## src/rtl/pim_conv_sched.sv

```systemverilog
// Bit-serial scheduler for one PIM crossbar conv unit: streams feature bit-planes
// per column address, shift-accumulates the ADC codes and emits one result per address.
module pim_conv_sched #(
   parameter int INPUT_SIZE = 16,
   parameter int INPUT_P    = 8,
   parameter int DEPTH      = 4,
   parameter int ADDR_W     = 2,
   parameter int ADC_P      = 5,
   parameter int OUT_P      = 16
) (
   input  logic                          clk,
   input  logic                          rst,
   input  logic [INPUT_SIZE*INPUT_P-1:0] in_feature,
   input  logic                          in_valid,
   output logic                          in_ready,
   output logic [INPUT_SIZE-1:0]         xb_bits,
   output logic [ADDR_W-1:0]             xb_addr,
   output logic                          xb_en,
   input  logic [ADC_P-1:0]              xb_result,
   output logic [OUT_P-1:0]              out_data,
   output logic [ADDR_W-1:0]             out_addr,
   output logic                          out_valid,
   input  logic                          out_ready,
   output logic                          busy,
   output logic                          done
);

   // state  | meaning
   // IDLE   | waiting for a feature vector
   // ISSUE  | one bit-plane per cycle to the crossbar, LSB first
   // DRAIN  | absorbs the ADC code of the last bit-plane
   // OUT    | result for addr offered, held until accepted
   // DONE   | one-cycle done pulse, back to IDLE

   localparam int BIT_W = (INPUT_P > 1) ? $clog2(INPUT_P) : 1;

   typedef enum logic [2:0] {
      S_IDLE,
      S_ISSUE,
      S_DRAIN,
      S_OUT,
      S_DONE
   } state_t;

   state_t                        state, state_nxt;
   logic [INPUT_SIZE*INPUT_P-1:0] feature;
   logic [ADDR_W-1:0]             addr;
   logic [BIT_W-1:0]              bit_cnt;
   logic [BIT_W-1:0]              acc_sh;
   logic                          acc_en;
   logic [OUT_P-1:0]              acc;
   logic [OUT_P-1:0]              term;
   logic                          accept;
   logic                          next_addr;
   logic                          bit_last;
   logic                          addr_last;

   assign bit_last  = (bit_cnt == BIT_W'(INPUT_P - 1));
   assign addr_last = (addr == ADDR_W'(DEPTH - 1));
   assign accept    = in_valid & in_ready;
   assign next_addr = (state == S_OUT) & out_ready & ~addr_last;
   assign term      = OUT_P'(xb_result) << acc_sh;

   always_ff @(posedge clk or negedge rst) begin
      if (!rst) state <= S_IDLE;
      else      state <= state_nxt;
   end

   always_comb begin
      state_nxt = state;
      in_ready  = 1'b0;
      xb_en     = 1'b0;
      out_valid = 1'b0;
      done      = 1'b0;
      unique case (state)
         S_IDLE: begin
            // gated by rst so in_ready stays low while reset is held
            in_ready = rst;
            if (in_valid && rst) state_nxt = S_ISSUE;
         end
         S_ISSUE: begin
            xb_en = 1'b1;
            if (bit_last) state_nxt = S_DRAIN;
         end
         S_DRAIN: state_nxt = S_OUT;
         S_OUT: begin
            out_valid = 1'b1;
            if (out_ready) state_nxt = addr_last ? S_DONE : S_ISSUE;
         end
         S_DONE: begin
            done      = 1'b1;
            state_nxt = S_IDLE;
         end
         default: state_nxt = S_IDLE;
      endcase
   end

   always_ff @(posedge clk or negedge rst) begin
      if (!rst) begin
         feature <= '0;
         addr    <= '0;
         bit_cnt <= '0;
         acc_sh  <= '0;
         acc_en  <= 1'b0;
         acc     <= '0;
      end else begin
         // ADC code arrives one cycle after its strobe; remember which plane it was
         acc_en <= xb_en;
         acc_sh <= bit_cnt;
         if (accept) begin
            feature <= in_feature;
            addr    <= '0;
            bit_cnt <= '0;
         end else if (state == S_ISSUE) begin
            bit_cnt <= bit_last ? '0 : bit_cnt + BIT_W'(1);
         end else if (next_addr) begin
            addr    <= addr + ADDR_W'(1);
            bit_cnt <= '0;
         end
         if (accept || next_addr) acc <= '0;
         else if (acc_en)         acc <= acc + term;
      end
   end

   always_comb begin
      xb_bits = '0;
      for (int k = 0; k < INPUT_SIZE; k++)
         xb_bits[k] = (state == S_ISSUE) & feature[k*INPUT_P + int'(bit_cnt)];
   end

   assign xb_addr  = addr;
   assign out_addr = addr;
   assign out_data = (state == S_OUT) ? acc : '0;
   assign busy     = (state != S_IDLE);

endmodule

```

## config.mk

```make
export PLATFORM = sky130hd
export DESIGN_NAME = pim_conv_sched
export DESIGN_NICKNAME = d
export VERILOG_FILES = /design/src/rtl/pim_conv_sched.sv
export SDC_FILE = /design/constraint.sdc
export NUM_CORES = 1
export LEC_CHECK = 0
export CORE_MARGIN = 2
export CORE_UTILIZATION = 45
export CTS_BUF_LIST = sky130_fd_sc_hd__clkbuf_8
export DETAILED_ROUTE_END_ITERATION = 10
export GPL_ROUTABILITY_DRIVEN = 0
export PLACE_DENSITY = 0.71
export RECOVER_POWER = 25
export SETUP_SLACK_MARGIN = 0.02
export SLEW_MARGIN = 10
export SYNTH_ARGS = -nofsm -noshare
export SYNTH_HDL_FRONTEND = slang
export SYNTH_SLANG_ARGS = --single-unit
```

## constraint.sdc

```tcl
create_clock -name clk -period 3.7 [get_ports clk]
set_clock_uncertainty 0.05 [all_clocks]
set_input_delay 0.37 -clock clk [delete_from_list [all_inputs] [get_ports clk]]
set_output_delay 0.37 -clock clk [all_outputs]
set_load 0.01 [all_outputs]
```

==> flow_summary.yaml <==
outcome:
  status: "complete, no violations"
clock_tree:
  cts.reportedPaths.clkPinSlew_ns: 0.08
  postCtsSetupRepairBufs: 0
  htreeDepth: 4
  clockBufferDepth: 2
  clock_latency_ns: 0.44
  cts_tree: "done"
  cts_root_buf: "clkbuf_8"
  numCtsBuffers: 17
  clock_sinks: 156
logic_synthesis:
  synth-edff-count: 0
  synth_cell_type_count: 52
  synth_flop_cell: "dfrtp_1"
  syn_area_per_cell_sq_um: 13.3
  yosysMostFrequentCell: "dfrtp_1"
  yosysTopAreaCellShare: 0.492
  ys_top_cells_by_count: "dfrtp_1, mux2_2, nor2_1, mux4_2, mux2i_1"
  syn-num-nets: 749
  ys_ff_latch: 156
  synthArstFlopShare: 1.00
  yosys_warnings: 0
  ys_seq_area_frac: 0.492
  syn_inst: 596
  synth_top_cells_by_area: "dfrtp_1, mux2_2, mux4_2"
  synth_top_cell_by_area: "dfrtp_1"
  syn_area_sq_um: 7930
global_routing:
  grt_max_degree: 131
  grt.overflow.total: 0
  grt_pass1_wl_mm: 29.0
  antenna_found_initial: 0
  grt_util_all_layers: 0.204
  grt_pass1_vias: 5671
sta:
  rsz0062_at_grt: "no"
  fin_ws_ns: 0.462
  max_freq_mhz: 309
  hold-worst-slack_ns: 0.373
  fin_crit_ns: 3.24
  final.setup.tns_ns: 0
  slew_violations: 0
  worstMarginPinSlew_ns: 1.23
  setup_viol: 0
  finalHoldViolCount: 0
  min_period_over_period: 0.875
  slew_headroom: 0.181
power_and_ir_drop:
  p_seq_frac: 0.368
  p_sw_mw: 3.03
  power_mw: 8.58
  pwr-share-comb: 0.489
  ir_drop_uv: 436
  power.internal_mw: 5.55
  p_leak_nw: 4.28
  p_clk_frac: 0.144
  p_per_area_nw_per_um2: 841
  switching_share: 0.353
cells_and_area:
  utilization: 0.590
  regArea_sq_um: 3910
  nets: 911
  antenna_cells: 0
  final_cell_area_sq_um: 10200
  layout.filler_cells: 1396
  multi_input_area_sq_um: 3720
  drive_gt1_frac: 0.263
  fin_cells: 996
  syn_to_final_growth_pct: 28.5
place:
  dpl_cell_area_sq_um: 9810
  io_buffer_count: 177
  pre_cts_ws_ns: 0.472
  hpwl_mm: 12.8
  dpl.cell_count: 963
worst_setup_path:
  cp_cell_sequence: "buf_12 > mux4_2 > mux2i_1 > nor2_1 > clkdlybuf4s50_1"
  cpPeakStageDelay_ns: 0.80
  arrival_ns: 2.82
  cp.required_ns: 3.28
  crit_path_end_kind: "primary output"
  r2r_start: "acc_sh[1]"
  cp_max_fo: 19
  cp_slowest_cell: "dfrtp_2"
  crit_type: "flop to primary output"
  cp_top_family: "buffers and inverters"
  cp_num_buf_inv: 2
  cp-start-kind: "flop"
  startpoint: "bit_cnt[0]"
floorplanning:
  initial_core_util: 0.459
  die-area_sq_um: 18700
  io_pins: 178
  die_width_microns: 137
  die_h_microns: 137
  rows: 48
  core_area_sq_um: 17300
drt:
  dr_wl_met3_mm: 1.46
  wl_met2_mm: 8.67
  dr_total_vias: 5269
  vias_per_cell: 5.29
  drt_iter0_drc: 241
  dr.pass1.iters: 7
  ant_nets: 0
  routed_wl_mm: 17.9
  routed.top_layer: "met4"
  wl_met1_mm: 7.49
  drcViolationCount: 0
  post_drt_wl_per_cell_microns: 17.9
flow_run:
  cap_viol_max_count: 0
hold_path:
  holdCritPathClass: "input port to async pin"
routing by layer:
metal / GRT usage / up-vias
li1: - / 2483
met1: 0.256 / 2611
met2: 0.330 / 154
met3: 0.0707 / 21
met4: 0.0710 / 0
met5: 0 / -
cell families (layout without fill, tap and decap cells):
kind of cell    Yosys count  after routing  share of synthesized area
flops                   156            156                      0.492
compound gates           59             59                     0.0513
xor+xnor                  9              9                    0.00994
mux                     191            191                      0.312
simple gates            109            109                     0.0683
fa+ha+maj                16             16                     0.0262
buf+inv                  56            231                     0.0401
state kept, by name, summed over array words and instances, names as in the netlist:
register	count
acc	16
acc_en	1
acc_sh	3
bit_cnt	3
feature	128
out_addr	2
state	3
worst register-to-register path: cells and delay by family, from the launching register on:
family,cells,cell delay [ns]
XOR/XNOR,1,0.14
adder cells (fa/ha/maj),1,0.40
flip-flops,1,0.54
AO/OA/AOI/OAI,3,0.62
AND/OR/NAND/NOR,5,0.70
multiplexers,1,0.39
final timing paths:
| check | to | slack [ns] | depth (start not counted) |
|---|---|---|---|
| worst max-delay path | xb_bits[15] | 0.46 | 5 |
| worst min-delay path | feature[40] | 0.37 | 2 |
| worst max register to register | acc[15] | 0.73 | 11 |
| worst min register to register | feature[9] | 0.44 | 1 |
| max in group asynchronous | bit_cnt[0] | 1.62 | 3 |
| min in group clk | feature[9] | 0.44 | 1 |
layout make-up:
cell class                      instances  area share
Clock inverter                         11     0.00920
Timing Repair Buffer                  185       0.182
Sequential cell                       156       0.383
Tap cell                              225      0.0276
Inverter                               14     0.00515
Clock buffer                           21      0.0283
Multi-Input combinational cell        384       0.365
power by group through the flow:
stage	sequential (mW)	clock (mW)	combinational [mW]
floorplan	2.86	0	3.13
global placement	3.14	0	4.13
detailed placement	3.20	0	4.22
CTS	3.17	1.28	4.24
global route	3.29	1.36	4.60
finish	3.15	1.23	4.19
placed cells by master (no fill, tap or decap), types with 3 or more instances in the layout:
master           Yosys  layout
clkdlybuf4s50_1      0     176
mux4_2              32      32
o211ai_1             3       3
mux2_1              12      12
clkbuf_8             0      21
xnor2_1              6       6
a21oi_1             18      18
nand2_1             24      24
dfrtp_1            156     155
inv_1               14      17
or3_1                5       5
buf_4                2       4
and2_1              19      19
a211oi_1             3       3
ha_1                15      15
o22ai_1              3       3
mux2_2             120     120
nor2_1              39      39
nand3_1              3       3
xor2_1               3       3
mux2i_1             27      27
o21ai_0             13      13
nand2b_1             4       4
what timing repair did:
action | CTS | global route
hold buffers | 1 | 0
endpoints found under the setup margin | 0 | 0
endpoints found under the hold margin | 43 | 0
gates resized for setup | 0 | 0
No activity file was read; power rests on OpenSTA's default activity.
